[src/rtl/vc_rr_scheduler.sv]
// vc_rr_scheduler: merges four class FIFOs into one sink, round-robin, with pop/capture/push sequencing.
// Latency: grant->pop 1 cycle, pop->push 2 cycles, 4 cycles per word; sink almost-full blocks new grants. Option: WEIGHTED_RR_EN.
module vc_rr_scheduler #(
  parameter int LINE_SIZE  = 12,
  parameter int CLASS_BITS = 2,
  parameter int BURST_MAX  = 2
) (
  input  logic                   clk,
  input  logic                   reset,
  input  logic [3:0]             almost_empty_signal,
  input  logic [4*LINE_SIZE-1:0] data_in,
  input  logic                   almost_full_signal,
  output logic [3:0]             pop_signal,
  output logic                   push_signal,
  output logic [LINE_SIZE-1:0]   data_out,
  output logic [1:0]             grant,
  output logic                   class_err
);

  typedef enum logic [1:0] {IDLE, POP, CAPTURE, PUSH} state_t;

  state_t                 state_q, state_d;
  logic [3:0]             pop_q, pop_d;
  logic                   push_q, push_d;
  logic [LINE_SIZE-1:0]   data_q, data_d;
  logic [1:0]             grant_q, grant_d;
  logic [1:0]             last_q, last_d;
  logic                   err_q, err_d;

  logic [3:0]             elig;
  logic [1:0]             rr_pick;
  logic [1:0]             scan_idx;
  logic                   found;
  logic [1:0]             next_g;
  logic [LINE_SIZE-1:0]   sel_word;

  assign elig = ~almost_empty_signal;

`ifdef WEIGHTED_RR_EN
  localparam int BW = $clog2(BURST_MAX + 1);
  logic [BW-1:0] burst_q, burst_d;
  logic          hold;
  // A zero count means no source owns the burst yet, so reset starts at source 0.
  assign hold = (burst_q != '0) && (int'(burst_q) < BURST_MAX) && elig[last_q];
`endif

  always_comb begin
    rr_pick  = last_q;
    found    = 1'b0;
    scan_idx = '0;
    for (int k = 1; k <= 4; k++) begin
      scan_idx = last_q + 2'(k);
      if (!found && elig[scan_idx]) begin
        rr_pick = scan_idx;
        found   = 1'b1;
      end
    end
  end

  always_comb begin
    sel_word = '0;
    for (int i = 0; i < 4; i++) begin
      if (grant_q == 2'(i)) sel_word = data_in[i*LINE_SIZE +: LINE_SIZE];
    end
  end

  always_comb begin
    state_d = state_q;
    pop_d   = pop_q;
    push_d  = push_q;
    data_d  = data_q;
    grant_d = grant_q;
    last_d  = last_q;
    err_d   = err_q;
    next_g  = rr_pick;
`ifdef WEIGHTED_RR_EN
    burst_d = burst_q;
`endif
    case (state_q)
      IDLE: begin
        pop_d  = '0;
        push_d = 1'b0;
        if (!almost_full_signal && (|elig)) begin
`ifdef WEIGHTED_RR_EN
          if (hold) begin
            next_g  = last_q;
            burst_d = burst_q + BW'(1);
          end else begin
            next_g  = rr_pick;
            burst_d = BW'(1);
          end
`endif
          pop_d   = 4'b0001 << next_g;
          grant_d = next_g;
          last_d  = next_g;
          state_d = POP;
        end
      end
      POP: begin
        pop_d   = '0;
        state_d = CAPTURE;
      end
      CAPTURE: begin
        // Source read latency is one cycle, so the popped word is on data_in now.
        data_d  = sel_word;
        push_d  = 1'b1;
        if (sel_word[LINE_SIZE-1 -: CLASS_BITS] != CLASS_BITS'(grant_q)) err_d = 1'b1;
        state_d = PUSH;
      end
      PUSH: begin
        push_d  = 1'b0;
        state_d = IDLE;
      end
      default: state_d = IDLE;
    endcase
  end

  always_ff @(posedge clk) begin
    if (reset) begin
      state_q <= IDLE;
      pop_q   <= '0;
      push_q  <= 1'b0;
      data_q  <= '0;
      grant_q <= '0;
      last_q  <= 2'd3;
      err_q   <= 1'b0;
`ifdef WEIGHTED_RR_EN
      burst_q <= '0;
`endif
    end else begin
      state_q <= state_d;
      pop_q   <= pop_d;
      push_q  <= push_d;
      data_q  <= data_d;
      grant_q <= grant_d;
      last_q  <= last_d;
      err_q   <= err_d;
`ifdef WEIGHTED_RR_EN
      burst_q <= burst_d;
`endif
    end
  end

  assign pop_signal  = pop_q;
  assign push_signal = push_q;
  assign data_out    = data_q;
  assign grant       = grant_q;
  assign class_err   = err_q;

endmodule

[config.mk]
export PLATFORM = sky130hd
export DESIGN_NAME = vc_rr_scheduler
export DESIGN_NICKNAME = d
export VERILOG_FILES = /design/src/rtl/vc_rr_scheduler.sv
export SDC_FILE = /design/constraint.sdc
export NUM_CORES = 1
export LEC_CHECK = 0
export BUFFER_PORTS_ARGS = -buffer_cell sky130_fd_sc_hd__buf_2
export CORE_UTILIZATION = 49
export CTS_BUF_LIST = sky130_fd_sc_hd__clkbuf_8
export CTS_CLUSTER_SIZE = 14
export DETAILED_ROUTE_END_ITERATION = 8
export PLACE_DENSITY_LB_ADDON = 0.25
export SYNTH_ARGS = -nofsm -noshare
export SYNTH_HDL_FRONTEND = slang
export SYNTH_SLANG_ARGS = --single-unit
[constraint.sdc]
create_clock -name clk -period 2.95 [get_ports clk]
set_input_delay 0.295 -clock clk [delete_from_list [all_inputs] [get_ports clk]]
set_output_delay 0.295 -clock clk [all_outputs]
set_load 0.005 [all_outputs]
Word level (Yosys, flattened, before mapping):

Cells that the tools add are included.

* bits in registers: 24
* word-level logic and storage cells: 64
* output and inout port bits: 20

* reductions and logical operators: 16
* shift operators: 1
* equal/unequal tests: 8
* multiplexer cells: 24
* bitwise logic cells: 1
* order comparisons: 4
* add/subtract/negate cells: 3

Operator list (number)
* 2-to-1 mux 12 bit: 4
* less-than comparator 2 x 3 -> 1 bit, second input constant: 4
* 2-to-1 mux 2 bit: 5
* binary-select mux 1 bit (select 2 bit): 4
* equality test 2 bit, second input constant: 4
* case mux 2 bit (4 select lines): 1
* case mux 4 bit (2 select lines): 1
* 2-to-1 mux 1 bit: 7
* adder 2 bit, second input constant: 2
* equality test 2 x 1 -> 1 bit, second input constant: 2
* logical AND 1 bit: 4
* logical NOT 1 bit: 4
* logical NOT 2 bit: 2
* 2-to-1 mux 4 bit: 1
* NOT 4 bit: 1
* AND reduction 2 bit: 2
* nonzero test 2 bit: 2
* OR reduction 4 bit: 1
* << shifter 1 x 2 -> 4 bit, first input constant: 1
* adder 2 x 1 -> 2 bit, second input constant: 1
* inequality test 2 bit: 1
* inequality test 2 bit, second input constant: 1
* case mux 1 bit (2 select lines): 1
* OR reduction 2 bit: 1

Longest topological paths before layout:

* depth after elaboration: 16
* depth in mapped cells: 6
* mapped depth without buffers: 5

Worst setup path after synthesis:

No wires, ideal clock.

* path type: register -> register
* start: reg grant_q[0] (netlist: grant[0])
* end: reg data_q[0] (netlist: data_out[0])
* required time: 2822 ps
* cell stages (with the launch flop): 6
* library setup time: 128 ps
* buffers on the path: 2
* setup slack: 1567 ps
* data arrival time: 1256 ps
* path through: dfxtp_1 > buf_6 > buf_12 > mux4_2 > mux2i_1 > nor2_1

* longest elaborated chain between the ends: 5

RTL lines
* start, declared: line 26 `logic [1:0] grant_q, grant_d;`
* start signal, assigned: line 135 `grant_q <= grant_d;`
* logical NOT 2 bit: line 63 `if (grant_q == 2'(i)) sel_word = data_in[i*LINE_SIZE +: LINE_SIZE];`
* 2-to-1 mux 12 bit (3 in a row): line 63
* 2-to-1 mux 12 bit *: line 63
* end signal, assigned: line 134 `data_q <= data_d;`
* end, declared: line 25 `logic [LINE_SIZE-1:0] data_q, data_d;`

Mark *: on every way between the ends. The rest lies on a longest branch, timed or not.
A chain may end at the register's enable or synchronous reset.

Worst setup path after layout:

* start: reg grant_q[0] (netlist: grant[0])
* end: reg data_q[11] (netlist: data_out[11])

Same word-level chain as after synthesis.

==> results.txt <==
Post-Syn Instances -> 125
Final period util -> 64.6%
GP Congestion -> 0.790
CTS tree -> built
Syn. warnings -> 0
Die X -> 54.6 um
Initial antenna violation count -> 0
Die H -> 54.6 um
Synth area leader -> dfxtp_1
Final Net Count -> 256
Top sig layer -> met4
Worst r2r src -> grant[0]
Crit end category -> flop
Placeable Area -> 0.00254 mm^2
Fmax -> 525 MHz
Post-synth ARST share -> 0%
Total CTS buffers -> 3
Clock net sink count -> 24
Area of the multi-input gates -> 808 um^2
Pin count of the biggest net entering global routing -> 23
Worst Setup SP -> grant[0]
H-tree level count -> 1
WL final -> 3030 um
Post-CTS Hold Buffers -> 0
Max VDD drop -> 0.446 mV
Final Hold Slack -> 0.432 ns
Met1 WL -> 1220 um
Max Cap Violations -> 0
Cell area after synthesis -> 0.00136 mm^2
Clk_skew -> 0.00233 ns
Register area -> 480 um^2
DR WL met3 -> 157 um
Hold WC Path Type -> primary input to flop
Register area share after synthesis -> 35.4%
First-pass GRT wire length -> 4470 um
Initial DRC count -> 11
Syn Nets -> 184
Post-synth cell types -> 28
Die ar. -> 0.00298 mm^2
Final TNS setup -> 0 ns
Vias in the first global route -> 1114
Routed via count -> 1212
Post-layout min period -> 1.90 ns
Synthesis-to-finish area growth -> 30.3%
Final Slew Violations -> 0
CTS resizes -> 0
Worst EP arrival -> 2.04 ns
Syn avg cell area -> 10.9 um^2
Buffers inserted by post-CTS timing repair -> 0
Fill count -> 205
Slew headroom -> 42.5%
Setup CP Type -> flop to flop
CP max FO -> 15
Wire length per cell -> 13.4 um
Status -> complete, no violations
Starting Density -> 53.3%
Ys flop type -> dfxtp_1
Startpoint Class -> flop
Residual DRC -> 0
Power Dens Cells -> 713 mW/mm^2
CP required -> 3.09 ns
Final setup viols -> 0
Clock Latency Late Sink -> 0.26 ns
RSZ-0062 raised after global routing -> false
Register bit total from synthesis -> 24
Via-to-Cell Ratio -> 5.36
Gr ovfl total -> 0
Dpl hpwl -> 2400 um
Largest cells by area after synthesis -> dfxtp_1 (35%), mux4_2 (15%), mux2i_1 (11%)
Hold_sp -> almost_full_signal
Tot GR Track Use -> 20.9%
CTS Buffer Depth -> 2
Share of cells above drive strength 1 -> 45.4%
Ports -> 75
PortBufs -> 74
Antenna Nets Post-Route -> 0
Area share of the largest cell type after synthesis -> 35.4%
Hold violation count in the final report -> 0
Overall power -> 1.26 mW
Clock Pin Slew Worst Setup and Hold Paths -> 0.08 ns
Post-synth EDFFs -> 0
Root buf cell -> clkbuf_8
Worst-Margin Slew -> 0.861 ns
N_diodes -> 0
FP Rows -> 18
Met2 WL -> 1640 um
Pre-antenna DRT Iters -> 4
Leak -> 0.819 nW
path summary, 6_finish.rpt:
kind	endpoint	slack, ns	cells after the start
min	last_q[1]	0.43	5
max	data_out[11]	1.05	3
max reg2reg	data_out[11]	1.05	3
min reg2reg	pop_signal[1]	0.49	2
layer usage:
| layer | track usage (%) | up-vias |
|---|---|---|
| met5 | 0 | - |
| met4 | 4.70 | 0 |
| met3 | 4.17 | 2 |
| met2 | 37.8 | 35 |
| met1 | 25.0 | 576 |
| li1 | - | 599 |
layout by cell type (no fill, tap or decap), drive strengths merged, types with 2 or more instances in the layout:
master,count
nand2b,3
buf,75
nor3,2
clkbuf,4
nor2b,2
ha,4
dfxtp,24
nand3b,5
nand2,5
inv,2
nor2,22
a21oi,4
o21ai,5
nand3,3
mux2i,15
mux4,13
cell usage after synthesis (2+ instances only):
| cell | number |
|---|---|
| a21oi_1 | 4 |
| buf_2 | 2 |
| clkbuf_1 | 3 |
| dfxtp_1 | 24 |
| ha_1 | 4 |
| inv_1 | 2 |
| mux2i_1 | 15 |
| mux4_1 | 4 |
| mux4_2 | 9 |
| nand2_1 | 5 |
| nand2b_1 | 3 |
| nand3_1 | 3 |
| nand3b_1 | 5 |
| nor2_1 | 22 |
| nor2b_1 | 2 |
| nor3_1 | 2 |
| o21ai_0 | 5 |
area by class of cell:
cell class / instances / area share, %
inverter: 2 / 0.425
tap: 30 / 2.12
multi-input combinational: 91 / 45.8
timing repair buffer: 75 / 21.4
sequential: 24 / 27.2
clock buffer: 4 / 3.12
power breakdown:
part / total (mW) / internal (mW) / switching [mW] / leakage, nW
clock network: 0.217 / 0.119 / 0.0985 / 0.0288
logic: 0.552 / 0.306 / 0.245 / 0.595
registers: 0.490 / 0.408 / 0.0819 / 0.196
through the flow:
stage          cell area (um^2)  util, %  setup slack, ns  std cells
2_1_floorplan              1360        -             1.57        125
3_3_place_gp               1710     67.3             1.12        222
3_5_place_dp               1710     67.3             1.05        222
4_1_cts                    1770     69.4             1.03        226
5_1_grt                    1770     69.4            0.889        226
6_report                   1770     69.4             1.05        226
state kept, by name, indices dropped and copies added (netlist names):
register     count
class_err        1
data_out        12
grant            2
last_q           2
pop_signal       4
push_signal      1
state_q          2
critical path, stage by stage (launching register included):
cell	delay [ns]
dfxtp_1	0.89
mux4_1	0.68
mux2i_1	0.16
nor2_1	0.06
kinds of logic after synthesis:
family | after synthesis | synth area share, %
adders and majority gates | 4 | 3.69
buffers and inverters | 10 | 4.98
and+or+nand+nor | 45 | 15.8
muxes | 28 | 33.8
DFF | 24 | 35.4
AOI/OAI and AO/OA | 14 | 6.37
Power figures use the tool's default switching activity.
